$ cat src/rtl/shot_arb_pkg.sv
// shot_arb_pkg: shared state encoding, response flag positions and coordinate check
package shot_arb_pkg;
  typedef enum logic [2:0] {IDLE, LOAD, ISSUE, GAP, WAIT_BUSY, RESPOND} state_t;
  localparam int RSP_HIT = 0;
  localparam int RSP_DONE = 1;
  localparam int RSP_ERR = 2;
  localparam int RSP_TO = 3;
  localparam int RSP_N = 4;
  localparam int DEF_BOARD_W = 6;
  localparam int DEF_COORD_W = 3;
  localparam int CNT_W = 8;
  function automatic logic coord_ok(input int x, input int y, input int bw);
    return (x < bw) && (y < bw);
  endfunction
endpackage

$ cat src/rtl/rr_pick2.sv
// rr_pick2: two-requester selector, strict turn or round-robin favouring the player not granted last
module rr_pick2 (
  input  logic [1:0] req,
  input  logic       last,
  input  logic       strict,
  input  logic       turn,
  output logic       valid,
  output logic       winner
);
  always_comb begin
    valid = strict ? req[turn] : |req;
    winner = strict ? turn : ((&req) ? ~last : req[1]);
  end
endmodule

$ cat src/rtl/shot_arbiter.sv
// shot_arbiter: shares one board engine between two players, one shot at a time
module shot_arbiter
  import shot_arb_pkg::*;
#(
  parameter int COORD_W = DEF_COORD_W,
  parameter int BOARD_W = DEF_BOARD_W,
  parameter int GAP_CYCLES = 2,
  parameter int TIMEOUT = 63,
  parameter int SCORE_W = 6,
  parameter int STRICT_TURN = 1
) (
  input  logic               clk,
  input  logic               rst,
  input  logic               new_game,
  input  logic [1:0]         new_game_sel,
  input  logic               p0_req,
  input  logic [COORD_W-1:0] p0_x,
  input  logic [COORD_W-1:0] p0_y,
  output logic               p0_gnt,
  input  logic               p1_req,
  input  logic [COORD_W-1:0] p1_x,
  input  logic [COORD_W-1:0] p1_y,
  output logic               p1_gnt,
  output logic               eng_select_valid,
  output logic [1:0]         eng_init_select,
  output logic               eng_cord_valid,
  output logic [COORD_W-1:0] eng_x,
  output logic [COORD_W-1:0] eng_y,
  input  logic               eng_busy,
  input  logic               eng_hit,
  input  logic               eng_done,
  output logic               rsp_valid,
  output logic               rsp_player,
  output logic               rsp_hit,
  output logic               rsp_done,
  output logic               rsp_err,
  output logic               rsp_timeout,
  output logic               turn,
  output logic               game_over,
  output logic [SCORE_W-1:0] score0,
  output logic [SCORE_W-1:0] score1
);
  state_t             r_state;
  logic [CNT_W-1:0]   r_cnt;
  logic [RSP_N-1:0]   r_rsp;
  logic               r_player, r_last, r_hit_l, r_done_l, r_to;
  logic               w_valid, w_win, w_ok, w_hit, w_done;
  logic [COORD_W-1:0] w_cx, w_cy;
  logic [SCORE_W-1:0] w_sc0, w_sc1;

  rr_pick2 u_pick (
    .req   ({p1_req, p0_req}),
    .last  (r_last),
    .strict(STRICT_TURN != 0),
    .turn  (turn),
    .valid (w_valid),
    .winner(w_win)
  );

  assign w_cx = w_win ? p1_x : p0_x;
  assign w_cy = w_win ? p1_y : p0_y;
  assign w_ok = coord_ok(int'(w_cx), int'(w_cy), BOARD_W);
  assign w_hit = r_hit_l | eng_hit;
  assign w_done = r_done_l | eng_done;
  assign w_sc0 = (&score0) ? score0 : score0 + SCORE_W'(1);
  assign w_sc1 = (&score1) ? score1 : score1 + SCORE_W'(1);
  assign rsp_hit = r_rsp[RSP_HIT];
  assign rsp_done = r_rsp[RSP_DONE];
  assign rsp_err = r_rsp[RSP_ERR];
  assign rsp_timeout = r_rsp[RSP_TO];

  always_ff @(posedge clk) begin
    if (rst) begin
      r_state <= IDLE;
      r_cnt <= '0;
      r_rsp <= '0;
      r_player <= 1'b0;
      r_last <= 1'b0;
      r_hit_l <= 1'b0;
      r_done_l <= 1'b0;
      r_to <= 1'b0;
      p0_gnt <= 1'b0;
      p1_gnt <= 1'b0;
      eng_select_valid <= 1'b0;
      eng_init_select <= '0;
      eng_cord_valid <= 1'b0;
      eng_x <= '0;
      eng_y <= '0;
      rsp_valid <= 1'b0;
      rsp_player <= 1'b0;
      turn <= 1'b0;
      game_over <= 1'b0;
      score0 <= '0;
      score1 <= '0;
    end else begin
      p0_gnt <= 1'b0;
      p1_gnt <= 1'b0;
      eng_select_valid <= 1'b0;
      eng_cord_valid <= 1'b0;
      rsp_valid <= 1'b0;
      r_rsp <= '0;
      // new_game wins from any state and drops an in-flight shot silently
      if (new_game) begin
        r_state <= LOAD;
        eng_select_valid <= 1'b1;
        eng_init_select <= new_game_sel;
        score0 <= '0;
        score1 <= '0;
        game_over <= 1'b0;
        r_hit_l <= 1'b0;
        r_done_l <= 1'b0;
        r_to <= 1'b0;
        r_last <= 1'b0;
        turn <= 1'b0;
      end else begin
        case (r_state)
          IDLE: begin
            if (!game_over && w_valid) begin
              p0_gnt <= ~w_win;
              p1_gnt <= w_win;
              r_last <= w_win;
              if (!w_ok) begin
                rsp_valid <= 1'b1;
                rsp_player <= w_win;
                r_rsp[RSP_ERR] <= 1'b1;
              end else begin
                r_player <= w_win;
                eng_x <= w_cx;
                eng_y <= w_cy;
                r_state <= ISSUE;
              end
            end
          end
          LOAD: r_state <= IDLE;
          ISSUE: begin
            eng_cord_valid <= 1'b1;
            r_hit_l <= 1'b0;
            r_done_l <= 1'b0;
            r_to <= 1'b0;
            r_cnt <= CNT_W'(GAP_CYCLES);
            r_state <= GAP;
          end
          GAP: begin
            r_hit_l <= w_hit;
            r_done_l <= w_done;
            r_cnt <= (r_cnt <= CNT_W'(1)) ? CNT_W'(TIMEOUT) : r_cnt - CNT_W'(1);
            r_state <= (r_cnt <= CNT_W'(1)) ? WAIT_BUSY : GAP;
          end
          WAIT_BUSY: begin
            r_hit_l <= w_hit;
            r_done_l <= w_done;
            r_cnt <= r_cnt - CNT_W'(1);
            r_to <= eng_busy && (r_cnt <= CNT_W'(1));
            r_state <= (!eng_busy || (r_cnt <= CNT_W'(1))) ? RESPOND : WAIT_BUSY;
          end
          RESPOND: begin
            rsp_valid <= 1'b1;
            rsp_player <= r_player;
            r_state <= IDLE;
            if (r_to) begin
              r_rsp[RSP_TO] <= 1'b1;
              turn <= ~turn;
            end else begin
              r_rsp[RSP_HIT] <= w_hit;
              r_rsp[RSP_DONE] <= w_done;
              if (w_hit && !r_player) score0 <= w_sc0;
              if (w_hit && r_player) score1 <= w_sc1;
              if (w_done) game_over <= 1'b1;
              if (!w_hit && !w_done) turn <= ~turn;
            end
          end
          default: r_state <= IDLE;
        endcase
      end
    end
  end
endmodule

$ cat config.mk
export PLATFORM = sky130hd
export DESIGN_NAME = shot_arbiter
export DESIGN_NICKNAME = d
export VERILOG_FILES = /design/src/rtl/shot_arb_pkg.sv /design/src/rtl/rr_pick2.sv /design/src/rtl/shot_arbiter.sv
export SDC_FILE = /design/constraint.sdc
export NUM_CORES = 1
export LEC_CHECK = 0
export CAP_MARGIN = 30
export CELL_PAD_IN_SITES_DETAIL_PLACEMENT = 2
export CELL_PAD_IN_SITES_GLOBAL_PLACEMENT = 2
export CORE_AREA = 2 2 88 90
export DETAILED_ROUTE_END_ITERATION = 16
export DIE_AREA = 0 0 90 92
export PLACE_DENSITY = 0.81
export RECOVER_POWER = 100
export SYNTH_ARGS = -nofsm -noshare
export SYNTH_HDL_FRONTEND = slang
export SYNTH_SLANG_ARGS = --single-unit
$ cat constraint.sdc
create_clock -name clk -period 3.8 [get_ports clk]
set_clock_uncertainty 0.1 [all_clocks]
set_input_delay 0.38 -clock clk [delete_from_list [all_inputs] [get_ports clk]]
set_output_delay 0.38 -clock clk [all_outputs]
set_load 0.01 [all_outputs]
==> flow_metrics.env <==
export IMPL_coreArea_sq_um=7450
export IMPL_gp_congestion=0.798
export IMPL_clk_latency_ps=310
export IMPL_cp_max_fo=14
export IMPL_rsz0062_at_grt="false"
export IMPL_endpoint_kind="flop"
export IMPL_leakage_uw=0.00113
export IMPL_startpoint_type="flop"
export IMPL_regToRegStartpoint="turn$_SDFFE_PP0P_"
export IMPL_grt_usage=0.169
export IMPL_slew_limit_headroom=0.165
export IMPL_io_pins=54
export IMPL_cts_made_buffers=5
export IMPL_drive_above_1_share=0.0557
export IMPL_start_util=0.309
export IMPL_numPortBuffers=53
export IMPL_worstSetupPathType="reg2reg"
export IMPL_ff_latch_area_sq_um=941
export IMPL_syn_nets=281
export IMPL_irDropWorstVdd_v=0.000144
export IMPL_drc=0
export IMPL_synth_area_sq_um=2300
export IMPL_syn_mean_instance_area_sq_um=9.03
export IMPL_slew_viol_final=0
export IMPL_synth_main_ff_cell="dfxtp_1"
export IMPL_cts_hold_buffers=0
export IMPL_antenna_found_initial=0
export IMPL_ys_seq_elements=47
export IMPL_instances_no_fill=407
export IMPL_yosysWarnings=0
export IMPL_dp_cells=399
export IMPL_postCtsSetupBuffers=0
export IMPL_layout_min_cycle_time_ps=2770
export IMPL_hold_viol=0
export IMPL_nets=330
export IMPL_synth_seq_area_share=0.408
export IMPL_vias_per_cell=5.39
export IMPL_holdWs_ps=389
export IMPL_die_h_microns=92
export IMPL_synth_edff_count=0
export IMPL_r2r_end="eng_x[0]$_SDFFE_PP0P_"
export IMPL_syn2layout_area_growth_pct=29.3
export IMPL_grt_pass1_wl_mm=11.5
export IMPL_synthCells=255
export IMPL_status="complete, no violations"
export IMPL_cts_max_path_buffers=2
export IMPL_tns_ps=0
export IMPL_cts_tree="yes"
export IMPL_routed_wl_mm=6.67
export IMPL_max_cap_viol_count=0
export IMPL_n_fill_cell=879
export IMPL_drt_pass1_iter_count=4
export IMPL_hold_depth=2
export IMPL_clock_sinks=47
export IMPL_report_final_setup_viol=0
export IMPL_worst_pin_slew_ps=1250
export IMPL_multi_input_area_sq_um=1220
export IMPL_vias=2192
export IMPL_routedWlPerCell_microns=16.4
export IMPL_worstPathRequired_ps=3920
export IMPL_grt_max_degree=23
export IMPL_pwr_density_cell_nw_per_um2=339
export IMPL_yosys_cell_types_count=54
export IMPL_grt_pass1_vias=2267
export IMPL_cts_clk_slew_worst_paths_ps=100
export IMPL_dieArea_sq_um=8280
export IMPL_fp_dieW_microns=90
export IMPL_finalPower_uw=1010
export IMPL_diodes=0
export IMPL_grt_ovfl_total=0
export IMPL_hp_class="reg2reg"
export IMPL_worstHoldEndpoint="r_cnt[5]$_SDFFE_PP0P_"
export IMPL_synthArstFlopShare=0
export IMPL_period_share=0.729
export IMPL_rows=32
export IMPL_root_buffer="clkbuf_8"
export IMPL_reg2reg_slack_ps=1030
export IMPL_hpwl_mm=4.84
export IMPL_worst_r2r_cell_count=4
export IMPL_worstPathArrival_ps=2900
export IMPL_htree_levels=2
export IMPL_max_freq_mhz=361
export IMPL_cts_resized_gates=0
export IMPL_hold_start="r_cnt[5]$_SDFFE_PP0P_"
export IMPL_drt_iter0_markers=64
export IMPL_antenna_left=0
[synthesized netlist by cell type (all sizes together), types with 2 or more instances]
cell type  count  area share
nor2b          4       0.011
buf           10       0.027
nand2b         4       0.011
nand2          8       0.013
a41oi          2      0.0076
a22oi          2      0.0065
o21ba          2      0.0087
nand3b         5       0.016
nor2          21       0.034
xnor2          2      0.0076
a21o           2      0.0098
nor3           9       0.020
ha             4       0.022
nor4           4       0.017
o31ai          5       0.016
or4            6       0.020
a211oi         4       0.013
a22o           2      0.0076
or2            3      0.0081
inv            7       0.011
clkbuf         3      0.0049
dfxtp         47        0.41
or3            5       0.014
o21ai         15       0.033
a311oi         8       0.030
mux2i          9       0.039
o41ai          2      0.0076
and3           6       0.016
nand3         10       0.022
a21oi         24       0.052
a221oi         3       0.014
[sequential cells by signal (all words and copies together) (netlist names)]
signal            cells
score1                6
eng_select_valid      1
r_state               3
eng_x                 3
r_rsp                 4
turn                  1
p1_gnt                1
r_done_l              1
score0                6
r_cnt                 8
p0_gnt                1
eng_init_select       2
game_over             1
rsp_valid             1
r_to                  1
rsp_player            1
eng_y                 3
eng_cord_valid        1
r_player              1
r_hit_l               1
[worst max path at each step]
stage               slack, ps               startpoint               endpoint  depth (start not counted)
detailed placement       1210                 new_game  eng_x[2]$_SDFFE_PP0P_                          4
global placement         1310                 new_game  eng_y[2]$_SDFFE_PP0P_                          4
CTS                      1370        turn$_SDFFE_PP0P_  eng_x[2]$_SDFFE_PP0P_                          4
finish                   1030        turn$_SDFFE_PP0P_  eng_x[0]$_SDFFE_PP0P_                          4
floorplan                1960  r_state[1]$_SDFFE_PP0P_  r_cnt[6]$_SDFFE_PP0P_                          6
global route              690        turn$_SDFFE_PP0P_  eng_y[0]$_SDFFE_PP0P_                          4
[kinds of logic (layout without fill, tap and decap cells)]
kind of cell | Yosys count | count (layout) | share of synthesized area
simple gates | 90 | 90 | 0.219
compound gates | 82 | 82 | 0.255
flops | 47 | 47 | 0.408
buf+inv | 20 | 70 | 0.0435
mux | 10 | 10 | 0.0440
fa+ha+maj | 4 | 4 | 0.0217
xor+xnor | 2 | 2 | 0.00761
[critical path, stage by stage (launching register included)]
cell and delay [ps]:
dfxtp_1 720, nand2_1 230, a2111oi_2 1160, a21oi_1 180, a311oi_1 300
[through the flow]
step,worst slack [ps],utilization,instance area (sq um)
2_1_floorplan,1960,-,2300
3_3_place_gp,1310,0.390,2900
3_5_place_dp,1210,0.390,2900
4_1_cts,1370,0.405,3020
5_1_grt,690,0.400,2980
6_report,1030,0.400,2980
[power by group]
group / leakage, uW / internal [uW] / switching, uW / total, uW
clock network: 0.0000587 / 200 / 188 / 388
registers: 0.000381 / 503 / 9.87 / 512
logic: 0.000686 / 54.1 / 56.2 / 110
total: 0.00113 / 756 / 254 / 1010
[routing by layer]
layer,share of wire,vias to the layer above,routed length (microns),GRT usage
li1,-,1063,-,-
met2,0.48,47,3210,0.281
met3,0.040,7,265,0.0353
met4,0.011,0,72,0.0423
met5,0,-,0,0
met1,0.47,1075,3130,0.225
[cells in the final DEF (no fill, tap or decap), types with 3 or more instances in the layout]
| master | n |
|---|---|
| a221oi_1 | 3 |
| a311oi_1 | 8 |
| or4_1 | 6 |
| and3_1 | 6 |
| clkdlybuf4s50_1 | 20 |
| nand3_1 | 10 |
| nor4_1 | 4 |
| nor2_1 | 21 |
| clkbuf_8 | 5 |
| inv_1 | 7 |
| o31ai_1 | 5 |
| a21oi_1 | 24 |
| nand3b_1 | 5 |
| dfxtp_1 | 47 |
| o21ai_0 | 15 |
| a211oi_1 | 4 |
| mux2i_1 | 9 |
| nand2b_1 | 4 |
| nor3_1 | 9 |
| nor2b_1 | 4 |
| ha_1 | 4 |
| or3_1 | 5 |
| nand2_1 | 8 |
| dlygate4sd3_1 | 33 |
[layout make-up]
cell class,instances,share of cell area
repair buffers,55,0.183
clock buffers,5,0.0231
clock inverters,3,0.0160
inverters,7,0.00882
flip-flops and latches,47,0.316
multi-input cells,188,0.410
well taps,102,0.0429
Note: power is estimated with default switching activity, not from simulation.
